$ cat src/rtl/pc_fetch_sequencer.sv
// pc_fetch_sequencer
// Owns the program counter of the single-cycle core. It issues fetch
// addresses to the instruction cache, supplies PC+4 to the target adder and
// applies resolved branch/jump targets. The PC freezes while either cache is
// busy. A redirect that resolves during a data stall is buffered and applied
// when the stall releases.
module pc_fetch_sequencer #(
  parameter logic [31:0] RESET_PC = 32'h0000_0000,
  parameter int unsigned CNT_W    = 16
) (
  input  logic             CLK,
  input  logic             RESET,
  input  logic             INSTR_BUSYWAIT,
  input  logic             DATA_BUSYWAIT,
  input  logic             REDIRECT_VALID,
  input  logic [31:0]      REDIRECT_TARGET,
  output logic [31:0]      PC,
  output logic [31:0]      NEXT4PC,
  output logic             FETCH_READ,
  output logic             ALIGN_ERR,
  output logic [CNT_W-1:0] STALL_COUNT
);

  typedef enum logic [1:0] {
    ST_BOOT  = 2'd0,
    ST_RUN   = 2'd1,
    ST_STALL = 2'd2
  } state_t;

  state_t             state_q, state_d;
  logic [31:0]        pc_q, pc_d;
  logic               fetch_read_q, fetch_read_d;
  logic               pend_valid_q, pend_valid_d;
  logic [31:0]        pend_target_q, pend_target_d;
  logic               align_err_q, align_err_d;
  logic [CNT_W-1:0]   stall_cnt_q, stall_cnt_d;

  logic               stall;
  logic [31:0]        next4;
  logic [31:0]        live_target;
  logic [31:0]        live_next;
  logic               target_misaligned;
  // A redirect is only meaningful when the instruction itself is valid;
  // it is captured for later when the data side is what holds us up.
  logic               latch_redirect;

  assign stall             = INSTR_BUSYWAIT | DATA_BUSYWAIT;
  assign next4             = pc_q + 32'd4;
  assign live_target       = {REDIRECT_TARGET[31:2], 2'b00};
  assign live_next         = REDIRECT_VALID ? live_target : next4;
  assign target_misaligned = (REDIRECT_TARGET[1:0] != 2'b00);
  assign latch_redirect    = REDIRECT_VALID & ~INSTR_BUSYWAIT & DATA_BUSYWAIT;

  // Next-state and next-output computation for the fetch sequencer.
  always_comb begin
    state_d       = state_q;
    pc_d          = pc_q;
    pend_valid_d  = pend_valid_q;
    pend_target_d = pend_target_q;
    align_err_d   = align_err_q;
    stall_cnt_d   = stall_cnt_q;

    case (state_q)
      ST_BOOT: begin
        // One settling cycle after reset; busywait is deliberately ignored.
        state_d = ST_RUN;
      end

      ST_RUN: begin
        if (!stall) begin
          pc_d = live_next;
          if (REDIRECT_VALID && target_misaligned) begin
            align_err_d = 1'b1;
          end
        end else begin
          state_d = ST_STALL;
          if (latch_redirect) begin
            pend_valid_d  = 1'b1;
            pend_target_d = live_target;
            if (target_misaligned) begin
              align_err_d = 1'b1;
            end
          end
        end
      end

      ST_STALL: begin
        if (stall) begin
          // Keep the most recent redirect seen while only data is stalled.
          if (latch_redirect) begin
            pend_valid_d  = 1'b1;
            pend_target_d = live_target;
            if (target_misaligned) begin
              align_err_d = 1'b1;
            end
          end
        end else begin
          // A buffered redirect outranks whatever is presented on release.
          if (pend_valid_q) begin
            pc_d = pend_target_q;
          end else begin
            pc_d = live_next;
            if (REDIRECT_VALID && target_misaligned) begin
              align_err_d = 1'b1;
            end
          end
          pend_valid_d = 1'b0;
          state_d      = ST_RUN;
        end
      end

      default: begin
        state_d = ST_BOOT;
      end
    endcase

    // Saturating stall-cycle counter; BOOT cycles never count.
    if ((state_q != ST_BOOT) && stall && (stall_cnt_q != {CNT_W{1'b1}})) begin
      stall_cnt_d = stall_cnt_q + {{(CNT_W-1){1'b0}}, 1'b1};
    end

    // Fetch request is a registered function of the upcoming state.
    fetch_read_d = (state_d != ST_BOOT);
  end

  // State register with synchronous reset; reset discards any pending redirect.
  always_ff @(posedge CLK) begin
    if (RESET) begin
      state_q       <= ST_BOOT;
      pc_q          <= RESET_PC;
      fetch_read_q  <= 1'b0;
      pend_valid_q  <= 1'b0;
      pend_target_q <= 32'd0;
      align_err_q   <= 1'b0;
      stall_cnt_q   <= {CNT_W{1'b0}};
    end else begin
      state_q       <= state_d;
      pc_q          <= pc_d;
      fetch_read_q  <= fetch_read_d;
      pend_valid_q  <= pend_valid_d;
      pend_target_q <= pend_target_d;
      align_err_q   <= align_err_d;
      stall_cnt_q   <= stall_cnt_d;
    end
  end

  assign PC          = pc_q;
  assign NEXT4PC     = next4;
  assign FETCH_READ  = fetch_read_q;
  assign ALIGN_ERR   = align_err_q;
  assign STALL_COUNT = stall_cnt_q;

endmodule

$ cat config.mk
export PLATFORM = sky130hd
export DESIGN_NAME = pc_fetch_sequencer
export DESIGN_NICKNAME = d
export VERILOG_FILES = /design/src/rtl/pc_fetch_sequencer.sv
export SDC_FILE = /design/constraint.sdc
export NUM_CORES = 1
export LEC_CHECK = 0
export ABC_AREA = 1
export CAP_MARGIN = 20
export CORE_MARGIN = 2
export CORE_UTILIZATION = 45
export DETAILED_ROUTE_END_ITERATION = 16
export GPL_TIMING_DRIVEN = 0
export PLACE_DENSITY = 0.75
export SLEW_MARGIN = 20
export SYNTH_ARGS = -nofsm -noshare
export SYNTH_HDL_FRONTEND = slang
export SYNTH_SLANG_ARGS = --single-unit
$ cat constraint.sdc
create_clock -name CLK -period 1.6 [get_ports CLK]
set_clock_uncertainty 0.05 [all_clocks]
set_input_delay 0.32 -clock CLK [delete_from_list [all_inputs] [get_ports CLK]]
set_output_delay 0.32 -clock CLK [all_outputs]
set_load 0.05 [all_outputs]
After elaboration in Yosys (flattened, before gate mapping)
Index checks and enable logic that the tools add are counted.

$add $sub $neg: 2. Equal/unequal tests: 7. Mux-type cells: 19. Bitwise operators: 4. Reduce and logical (&&, ||, !) cells: 13.

Operator list (count): 2-to-1 mux 32 bit (4); one-hot mux 32 bit (2 select lines) (1); adder 32 x 3 -> 32 bit, second input constant (1); adder 16 x 1 -> 16 bit, second input constant (1); inequality test 16 bit, second input constant (1); 2-to-1 mux 1 bit (9); nonzero test 2 bit (4); inequality test 2 bit, second input constant (3); one-hot mux 2 bit (3 select lines) (1); AND reduction 3 bit (2); 2-to-1 mux 2 bit (2); one-hot mux 1 bit (2 select lines) (2); AND reduction 2 bit (2); logical AND 1 bit (3); inequality test 3 bit, second input constant (1); bitwise AND 1 bit (2); equality test 2 x 1 -> 1 bit, second input constant (1); equality test 2 bit, second input constant (1); logical NOT 2 bit (1); OR reduction 2 bit (1); inverter 1 bit (1); OR 1 bit (1).

Flip-flop bits (word level): 83. Input port bits: 37. Output and inout bits: 82. Word-level logic and storage cells: 52.

Longest topological paths before layout
Gate-level depths: netlist of the first run.

Word-level depth: 6. Mapped depth: 11. Depth with buffers taken out: 10.

Worst setup path after synthesis of the first run
No wires, ideal clock.

Path type: register -> output. From: register pc_q[2], in the netlist PC[2]. To: output NEXT4PC[9]. Arrival: 2.331 ns. Required time: 1.230 ns. Slack: -1.101 ns. Stages on the path, launching flop included: 5. Cells stage by stage: dfxtp_1 inv_1 nor2_2 nand2_2 xnor2_1.

Longest elaborated chain between the ends: 1.

Ends and longest elaborated chain: start, declared (RTL line 31) `logic [31:0] pc_q, pc_d;`; start signal, assigned (RTL line 138) `pc_q <= pc_d;`; adder 32 x 3 -> 32 bit (RTL line 48) `assign next4 = pc_q + 32'd4;`; end, declared (RTL line 18) `output logic [31:0] NEXT4PC,`.

No other way between the ends.

Worst setup path after layout of the first run
From: register pc_q[3], in the netlist PC[3]. To: output NEXT4PC[12].

Same word-level chain as after synthesis.

==> impl_metrics.env, run 1 <==
export IMPL_synthTopCellsByArea="dfxtp_1 34%, nand2_1 14%, a21oi_1 7.7%"
export IMPL_port_buffers=118
export IMPL_drive_gt1_frac=0.487
export IMPL_post_drt_wl_per_cell_um=18.7
export IMPL_worst_pin_slew_ns=0.651
export IMPL_antenna_found_initial=0
export IMPL_syn_avg_cell_area_um2=6.69
export IMPL_timing_final_crit_share=1.41
export IMPL_drtIter0Drc=629
export IMPL_areaGrowthSynthToFinish_pct=77.1
export IMPL_synth_common_cells="184 x nand2_1, 83 x dfxtp_1, 80 x inv_1"
export IMPL_synth_edf_count=0
export IMPL_dpl_hpwl_um=11800
export IMPL_min_period_ns=2.26
export IMPL_synth_top_area_cell="dfxtp_1"
export IMPL_reg2reg_to="PC[31]"
export IMPL_core_mm2=0.0104
export IMPL_worstPathArrival_ns=1.89
export IMPL_fp_row_count=37
export IMPL_drv_cap=0
export IMPL_hold_viol_final=0
export IMPL_power_leakage_nw=3.30
export IMPL_max_slew_margin_rel=0.566
export IMPL_async_reset_ff_frac=0
export IMPL_peakVddDrop_uv=354
export IMPL_hp_start="INSTR_BUSYWAIT"
export IMPL_cts_sinks=83
export IMPL_critPathSlowestCell="dfxtp_4"
export IMPL_powerDensity_mw_per_mm2=619
export IMPL_whs_endpoint="pend_valid_q"
export IMPL_fmax_mhz=442
export IMPL_cpMostUsedCell="nand2_4"
export IMPL_ys_ff_latch=83
export IMPL_slew_violations=0
export IMPL_cp_end_kind="output port"
export IMPL_path_class="register to output port"
export IMPL_worstPathRequired_ns=1.23
export IMPL_ys_types=32
export IMPL_cts_buffers=9
export IMPL_design_area_mm2=0.00859
export IMPL_initial_core_util=0.466
export IMPL_synthesis_area_mm2=0.00485
export IMPL_grt_overflow_total=0
export IMPL_grt_max_degree=14
export IMPL_status="finished with violations"
export IMPL_die_area_mm2=0.0116
export IMPL_yosysMostFrequentCell="nand2_1"
export IMPL_globalplace_congestion=0.933
export IMPL_violations="setup timing"
export IMPL_critPathBufInv=1
export IMPL_setup_viol_count_final=67
export IMPL_rsz0062_at_grt="true"
export IMPL_n_antenna_cell=0
export IMPL_r2r_start="PC[10]"
export IMPL_drt_pass1_iterations=6
export IMPL_ys_warn_count=0
export IMPL_grt_pass1_wl_um=26700
export IMPL_ys_flop_type="dfxtp_1"
export IMPL_holdWs_ns=0.293
export IMPL_hold_depth=4
export IMPL_netlist_area_leader_share=0.343
export IMPL_start_kind="register"
export IMPL_vias=6136
export IMPL_path_max_fanout=4
export IMPL_cts_tree="done"
export IMPL_cp_top_family="simple AND/OR/NAND/NOR gates"
export IMPL_r2r_cells=11
export IMPL_synth_fp_nets=769
export IMPL_grt_usage=0.295
export IMPL_setup_slack_ns=-0.663
export IMPL_dieHeight_um=108
export IMPL_via_per_inst=5.70
export IMPL_wirelength_um=20100
export IMPL_seq_area_frac_synth=0.343
export IMPL_num_io_pins=119
export IMPL_clock_path_buffers=2
export IMPL_path_clk_slew_ns=0.08
export IMPL_cts_htree_levels=3
export IMPL_synth_cells=725
export IMPL_clock_latency_ns=0.38
export IMPL_cp_cell_sequence="ha_4, nand2_4, nor2_4, nand3b_1, or2_4, nand2_4, buf_8"
export IMPL_ant_nets=0
export IMPL_grt_pass1_vias=5478
export IMPL_route_detailed_drc=0
export IMPL_hold_class="primary input to register"
export IMPL_placed_cell_area_mm2=0.00665
export IMPL_r2r_slack_ns=-0.24
export IMPL_nets=980
export IMPL_chipWidth_um=108
export IMPL_cts_root_buf="clkbuf_8"
export IMPL_crit_path_max_incr_delay_ns=0.38
==> power by group <==
group | switching [mW] | internal [mW] | total, mW
Combinational | 0.892 | 0.646 | 1.54
Clock | 0.801 | 0.753 | 1.55
Sequential | 0.0954 | 2.13 | 2.23
==> placed cells by master, fill, tap and decap left out, types with 5 or more instances in the layout <==
master	count
a211oi_2	17
a211oi_4	10
a21oi_1	67
a21oi_2	8
buf_12	11
buf_2	9
buf_4	56
buf_6	41
buf_8	19
clkbuf_1	8
clkbuf_2	12
clkbuf_8	11
clkdlybuf4s15_2	35
clkdlybuf4s50_1	33
dfxtp_1	42
dfxtp_2	18
dfxtp_4	23
ha_4	5
inv_1	77
nand2_1	115
nand2_2	39
nand2_4	33
nand3_1	14
nand3_2	26
nor2_1	53
nor2_2	14
nor2_4	22
o21ai_0	25
o21ai_1	20
o21ai_2	8
o21ai_4	7
==> layout make-up <==
| cell class | instances | area (µm²) |
|---|---|---|
| Multi-Input combinational cell | 523 | 3740 |
| Timing Repair Buffer | 201 | 2060 |
| Inverter | 88 | 364 |
| Buffer | 30 | 298 |
| Clock buffer | 12 | 145 |
| Sequential cell | 83 | 1770 |
| Tap cell | 136 | 170 |
| Clock inverter | 3 | 40.0 |
| Fill cell | 609 | 1820 |
==> worst reg2reg max path, stage by stage (launching register included) <==
cell and delay, ns:
dfxtp_4 0.38, nand2_2 0.13, nor2_1 0.20, nand2_2 0.12, nor2_4 0.25, nand2_2 0.08
nand2_2 0.10, buf_4 0.12, buf_6 0.08, nand3_2 0.05, nand2_1 0.07, a21oi_1 0.07
==> worst max-delay path by stage <==
stage | from | end | slack [ns] | cells past startpoint
3_5_place_dp | PC[2] | NEXT4PC[12] | -1.12 | 7
6_report | PC[3] | NEXT4PC[12] | -0.66 | 7
3_3_place_gp | PC[2] | NEXT4PC[12] | -1.10 | 7
5_1_grt | PC[10] | NEXT4PC[31] | -0.76 | 7
4_1_cts | PC[3] | NEXT4PC[12] | -0.67 | 7
2_1_floorplan | PC[2] | NEXT4PC[25] | -0.37 | 7
==> per-stage QoR <==
step | setup WS, ns | power, mW | setup TNS [ns] | std cells | util
after floorplan | -0.374 | 2.99 | -13.56 | 725 | -
after global placement | -1.10 | 3.36 | -53.96 | 979 | 0.638
after detailed placement | -1.12 | 3.38 | -56.84 | 979 | 0.638
after CTS | -0.669 | 5.03 | -17.42 | 1034 | 0.742
after global routing | -0.759 | 5.48 | -24.87 | 1076 | 0.825
final | -0.663 | 5.32 | -19.06 | 1076 | 0.825
==> layer usage <==
metal / GRT usage / up-vias / wire length (µm)
met3: 0.0527 / 82 / 1590
met1: 0.353 / 2929 / 7520
met5: 0 / - / 0
met4: 0.118 / 0 / 763
met2: 0.519 / 359 / 10200
li1: - / 2766 / -
==> logic make-up (layout without fill, tap and decap cells) <==
logic type | count (synthesis) | count (layout) | synth area share
DFF | 83 | 83 | 0.343
buffers and inverters | 119 | 334 | 0.105
adders and majority gates | 7 | 7 | 0.0181
and+or+nand+nor | 335 | 335 | 0.296
xor gates and xnor gates | 12 | 12 | 0.0217
AOI/OAI and AO/OA | 169 | 169 | 0.217
==> what timing repair did <==
action	CTS	global route
cloned	1	4
resized for setup	502	175
pin swaps	53	61
setup buffers	39	40
setup endpoints to repair	160	103
hold buffers	0	0
==> registers in the layout, indices dropped and copies added, names as in the netlist <==
signal         flops
PC                32
STALL_COUNT       16
state_q            2
FETCH_READ         1
pend_valid_q       1
pend_target_q     30
ALIGN_ERR          1
Note: power is estimated with default switching activity, not from simulation.
==> run 2: changes to the inputs <==
--- a/config.mk
+++ b/config.mk
@@ -8,10 +8,10 @@
 export ABC_AREA = 1
 export CAP_MARGIN = 20
 export CORE_MARGIN = 2
-export CORE_UTILIZATION = 45
+export CORE_UTILIZATION = 54
 export DETAILED_ROUTE_END_ITERATION = 16
 export GPL_TIMING_DRIVEN = 0
-export PLACE_DENSITY = 0.75
+export PLACE_DENSITY = 0.84
 export SLEW_MARGIN = 20
 export SYNTH_ARGS = -nofsm -noshare
 export SYNTH_HDL_FRONTEND = slang
==> constraint.sdc (replaced) <==
create_clock -name CLK -period 2.7 [get_ports CLK]
set_clock_uncertainty 0.05 [all_clocks]
set_input_delay 0.54 -clock CLK [delete_from_list [all_inputs] [get_ports CLK]]
set_output_delay 0.54 -clock CLK [all_outputs]
set_load 0.05 [all_outputs]
==> run 2 against run 1 <==
Net effect:
- the flow now finishes without violations
- clock-buffer cell count shrank 2
- critical endpoint is now NEXT4PC[8]
- global-route usage grew 1.5 points
- design area shrank 26%
- via count shrank 12%
- sequential share of layout area grew 5.6 points
- worst setup slack gained 0.70 ns
- clock power shrank 37%
==> impl_metrics.env, run 2 (synthesized netlist as in run 1, its figures left out) <==
export IMPL_drv_cap=0
export IMPL_port_buffers=118
export IMPL_die_area_mm2=0.00976
export IMPL_switching_power_mw=0.918
export IMPL_chipWidth_um=98.8
export IMPL_drtIter0Drc=359
export IMPL_core_mm2=0.00872
export IMPL_clock_latency_ns=0.36
export IMPL_vias=5403
export IMPL_via_per_inst=5.60
export IMPL_cts_sinks=83
export IMPL_final_cell_mix="183 x nand2_1, 91 x clkdlybuf4s50_1, 82 x dfxtp_1, 80 x inv_1, 75 x a21oi_1"
export IMPL_fin_cells=965
export IMPL_path_class="register to output port"
export IMPL_rsz0062_at_grt="true"
export IMPL_post_drt_wl_per_cell_um=15.8
export IMPL_initial_core_util=0.556
export IMPL_seqPwrFrac=0.452
export IMPL_worst_pin_slew_ns=0.594
export IMPL_n_antenna_cell=0
export IMPL_min_period_ns=2.66
export IMPL_hold_viol_final=0
export IMPL_power_mw=2.92
export IMPL_powerDensity_mw_per_mm2=460
export IMPL_p_int_mw=2.00
export IMPL_slew_violations=0
export IMPL_cts_tree="done"
export IMPL_clock_path_buffers=2
export IMPL_final_common_cell="nand2_1"
export IMPL_grt_pass1_vias=4985
export IMPL_cts_buffers=9
export IMPL_switching_share=0.314
export IMPL_fp_row_count=34
export IMPL_critPathSlowestCell="dfxtp_1"
export IMPL_pwr_share_comb=0.213
export IMPL_globalplace_congestion=0.940
export IMPL_dieHeight_um=98.8
export IMPL_cts_htree_levels=3
export IMPL_ant_nets=0
export IMPL_antenna_found_initial=0
export IMPL_wirelength_um=15200
export IMPL_fillers=698
export IMPL_start_kind="register"
export IMPL_status="finished, final reports clean"
export IMPL_grt_max_degree=14
export IMPL_worstPathRequired_ns=2.11
export IMPL_multi_input_area_mm2=0.00274
export IMPL_seqCellArea_mm2=0.00166
export IMPL_cpMostUsedCell="nand2_1"
export IMPL_cp_cell_sequence="ha_1, nand2_1, nor2_4, nand2_1, xnor2_2, clkdlybuf4s18_2"
export IMPL_hold_class="register to register"
export IMPL_setup_viol_count_final=0
export IMPL_cts_root_buf="clkbuf_8"
export IMPL_route_detailed_drc=0
export IMPL_cp_end_kind="output port"
export IMPL_worstPathArrival_ns=2.07
export IMPL_place_inst=951
export IMPL_drive_gt1_frac=0.135
export IMPL_grt_overflow_total=0
export IMPL_max_slew_margin_rel=0.604
export IMPL_crit_path_max_incr_delay_ns=0.40
export IMPL_power_leakage_nw=2.38
export IMPL_nets=898
export IMPL_grt_usage=0.310
export IMPL_peakVddDrop_uv=221
export IMPL_timing_final_crit_share=0.985
export IMPL_fmax_mhz=376
export IMPL_num_io_pins=119
export IMPL_drt_pass1_iterations=5
export IMPL_grt_pass1_wl_um=24400
export IMPL_path_max_fanout=4
export IMPL_areaGrowthSynthToFinish_pct=31.0
export IMPL_clkPwrFrac=0.335
export IMPL_largest_register_ffs=32
export IMPL_cts_post_setup_buffers_inserted=0
export IMPL_path_clk_slew_ns=0.09
export IMPL_dpl_hpwl_um=12000
-- run 2: path summary, 6_finish.rpt --
kind / startpoint / to / slack (ns) / depth (start not counted)
setup / recovery: PC[3] / NEXT4PC[8] / 0.04 / 6
hold reg to reg: pend_target_q[5] / pend_target_q[5] / 0.41 / 2
hold / removal: pend_target_q[5] / pend_target_q[5] / 0.41 / 2
setup reg to reg: state_q[0] / PC[13] / 0.35 / 9
-- run 2: cell type report --
class	count	area share
repair buffers	118	0.173
multi-input cells	523	0.432
plain buffers	31	0.0276
well taps	108	0.0213
flip-flops and latches	83	0.262
clock inverters	4	0.0120
clock buffers	10	0.0201
inverters	88	0.0524
-- run 2: repair_timing --
action / CTS / global route
hold buffers: 0 / 0
gates resized for setup: 117 / 18
pin swaps: 0 / 1
setup endpoints to repair: 27 / 26
-- run 2: layer usage --
| metal | wire length, µm | up-vias | global-route usage |
|---|---|---|---|
| li1 | - | 2609 | - |
| met3 | 1110 | 26 | 0.0532 |
| met5 | 0 | - | 0 |
| met1 | 6620 | 2505 | 0.419 |
| met2 | 7310 | 263 | 0.520 |
| met4 | 201 | 0 | 0.0717 |
-- run 2: worst max-delay path, delay by kind of cell, from the launching register on --
kind | cells | cell delay, ns
DFF | 1 | 0.40
xor gates and xnor gates | 1 | 0.22
adders and majority gates | 1 | 0.22
buffers and inverters | 1 | 0.40
and+or+nand+nor | 3 | 0.46
-- run 2: metrics by stage --
stage	hold WS [ns]	setup WS, ns	area (µm²)	TNS (ns)	util
2_1_floorplan	0.374	-0.0107	4880	-0.0107	-
3_3_place_gp	0.388	-0.163	6200	-1.40	0.711
3_5_place_dp	0.398	-0.198	6200	-1.91	0.711
4_1_cts	0.411	0.0110	6330	0	0.726
5_1_grt	0.436	-0.0400	6360	-0.0766	0.729
6_report	0.408	0.0411	6360	0	0.729
-- run 2: power by group through the flow --
| stage | Combinational [mW] | Sequential (mW) | Clock [mW] |
|---|---|---|---|
| after floorplan | 0.320 | 1.42 | 0 |
| after global placement | 0.612 | 1.34 | 0 |
| after detailed placement | 0.624 | 1.35 | 0 |
| after CTS | 0.617 | 1.32 | 0.983 |
| after global routing | 0.665 | 1.33 | 1.03 |
| final | 0.623 | 1.32 | 0.978 |
==> RTL change, RTL diff (config.mk and constraints of run 2) <==
Make the reset (`RESET`) asynchronous in one clocked block. Comments in the files are not updated.
--- a/src/rtl/pc_fetch_sequencer.sv
+++ b/src/rtl/pc_fetch_sequencer.sv
@@ -124,7 +124,7 @@
   end
 
   // State register with synchronous reset; reset discards any pending redirect.
-  always_ff @(posedge CLK) begin
+  always_ff @(posedge CLK or posedge RESET) begin
     if (RESET) begin
       state_q       <= ST_BOOT;
       pc_q          <= RESET_PC;
Check against the original RTL: differs if RESET is asserted again (counterexample within 4 cycles, from zero or initial values and one cycle with RESET high); with RESET held inactive, the same outputs for 4 cycles.
==> RTL change against run 2 <==
  * Fmax rose by 1.2%
  * Global-route usage fell by 1.7 points
  * Synthesized area rose by 2.0%
  * Synthesized cell count fell by 10%
  * Routed wire length fell by 7.8%
  * Hold slack improved by 38 ps
  * Count of clock-buffer cells in the layout did not move
  * Design area rose by 2.4%
  * Sequential cell count did not move
  * Setup slack improved by 32 ps
  * Critical endpoint is now NEXT4PC[4]
Power is not compared: it rests on default switching activity, and its combinational part moved more than twofold at a synthesized area within 25%.
==> RTL change: results (changes against run 2) <==
Total GRT Usage=29.3% (-1.7 points); HP Class=in -> async; largest cells by area after synthesis=dfrtp_1 (42%), nand2_1 (15%), nor2_1 (6.0%); nets=827 (-7.9%); worst r2r path cells=10 (+1); Synth top area share=42.0% (+7.7 points); Post-synth top cells=nand2_1 (200), dfrtp_1 (83), nor2_1 (79), inv_1 (64), nand3_1 (37); async set-or-reset flop fraction in the synthesized netlist=100% (+100 points); largest net degree at the start of global routing=26 (+12); post-route non-filler standard cell count=896 (-7.2%); sequential share of the synthesized area=42.0% (+7.7 points); CP Launch Point=PC[2]; placed cell count=880 (-7.5%); final setup fails=0 (unchanged); layout cell share with drive strength beyond 1=15.5% (+1.9 points); Slew Limit Headroom=62.6% (+2.2 points); vias in the first global route=4812 (-3.5%); fillers=703 (+0.72%); max FFs per register=32 (unchanged); status=completed; dpl hpwl=10.9 mm (-8.9%); r2r endpoint=PC[27]; total routed wirelength=14.1 mm (-7.8%); initial drt markers=186 (-48%); Avg Vias per Cell=5.44 (-2.8%); crit path to=NEXT4PC[4]; reg2reg start=state_q[0]; Post-Syn Nets=695 (-9.6%); CP arrival=2040 ps (-30 ps); Synth cell types=38 (+19%); Routability Congestion=0.919 (-2.2%); worst hold slack=446 ps (+37.8 ps); R2R setup slack=490 ps (+140 ps); syn_area_per_cell=7.60 um^2 (+14%); Top FF cell, synth=dfrtp_1
==> RTL change: changes by cell type after synthesis, moves of 16 or more <==
cell	delta
o22ai_1	+28
mux2_2	+26
inv_1	-16
dfxtp_1	-83
nand2_1	+16
dfrtp_1	+83
a211oi_2	-23
a21oi_1	-73
o21ai_1	-16
==> RTL change: critical path, cell delays in order, from the launching register on <==
cell,delay [ps]
dfrtp_1,430
ha_2,230
xnor2_1,150
inv_1,70
clkdlybuf4s50_1,790
==> RTL change: logic make-up after synthesis <==
group	synth area share, %
simple gates	28.7
buf+inv	7.56
compound gates	10.2
flops	42.0
mux	6.37
xor+xnor	3.36
fa+ha+maj	1.77
==> RTL change: per-layer routing <==
layer / share of wire, % / global-route usage [%]
met5: 0 / 0
met4: 2.2 / 10.3
met3: 6.3 / 5.48
met2: 49 / 50.1
met1: 42 / 37.4
==> RTL change: layout make-up <==
cell class | instances | area share, %
well taps | 108 | 2.08
clock inverters | 6 | 1.10
repair buffers | 121 | 17.9
clock buffers | 10 | 2.11
flip-flops and latches | 83 | 31.9
inverters | 67 | 3.96
plain buffers | 21 | 1.85
multi-input cells | 480 | 39.1
==> RTL change: what timing repair did <==
action	CTS	global route
gates cloned	0	0
resized for setup	102	27
endpoints found under the setup margin	27	22
pin swaps	0	0
endpoints found under the hold margin	0	0
==> RTL change: metrics by stage <==
stage	util [%]	total power (uW)	instance area [um^2]	setup TNS [ps]	setup slack, ps
after floorplan	-	6020	4970	0	42.3
after detailed placement	72.2	7800	6360	-1390	-217
after global routing	73.9	9160	6510	0	0.387
final	73.9	8650	6510	0	72.8
after global placement	71.4	7660	6290	-1110	-187
after CTS	74.0	8650	6520	0	0.778
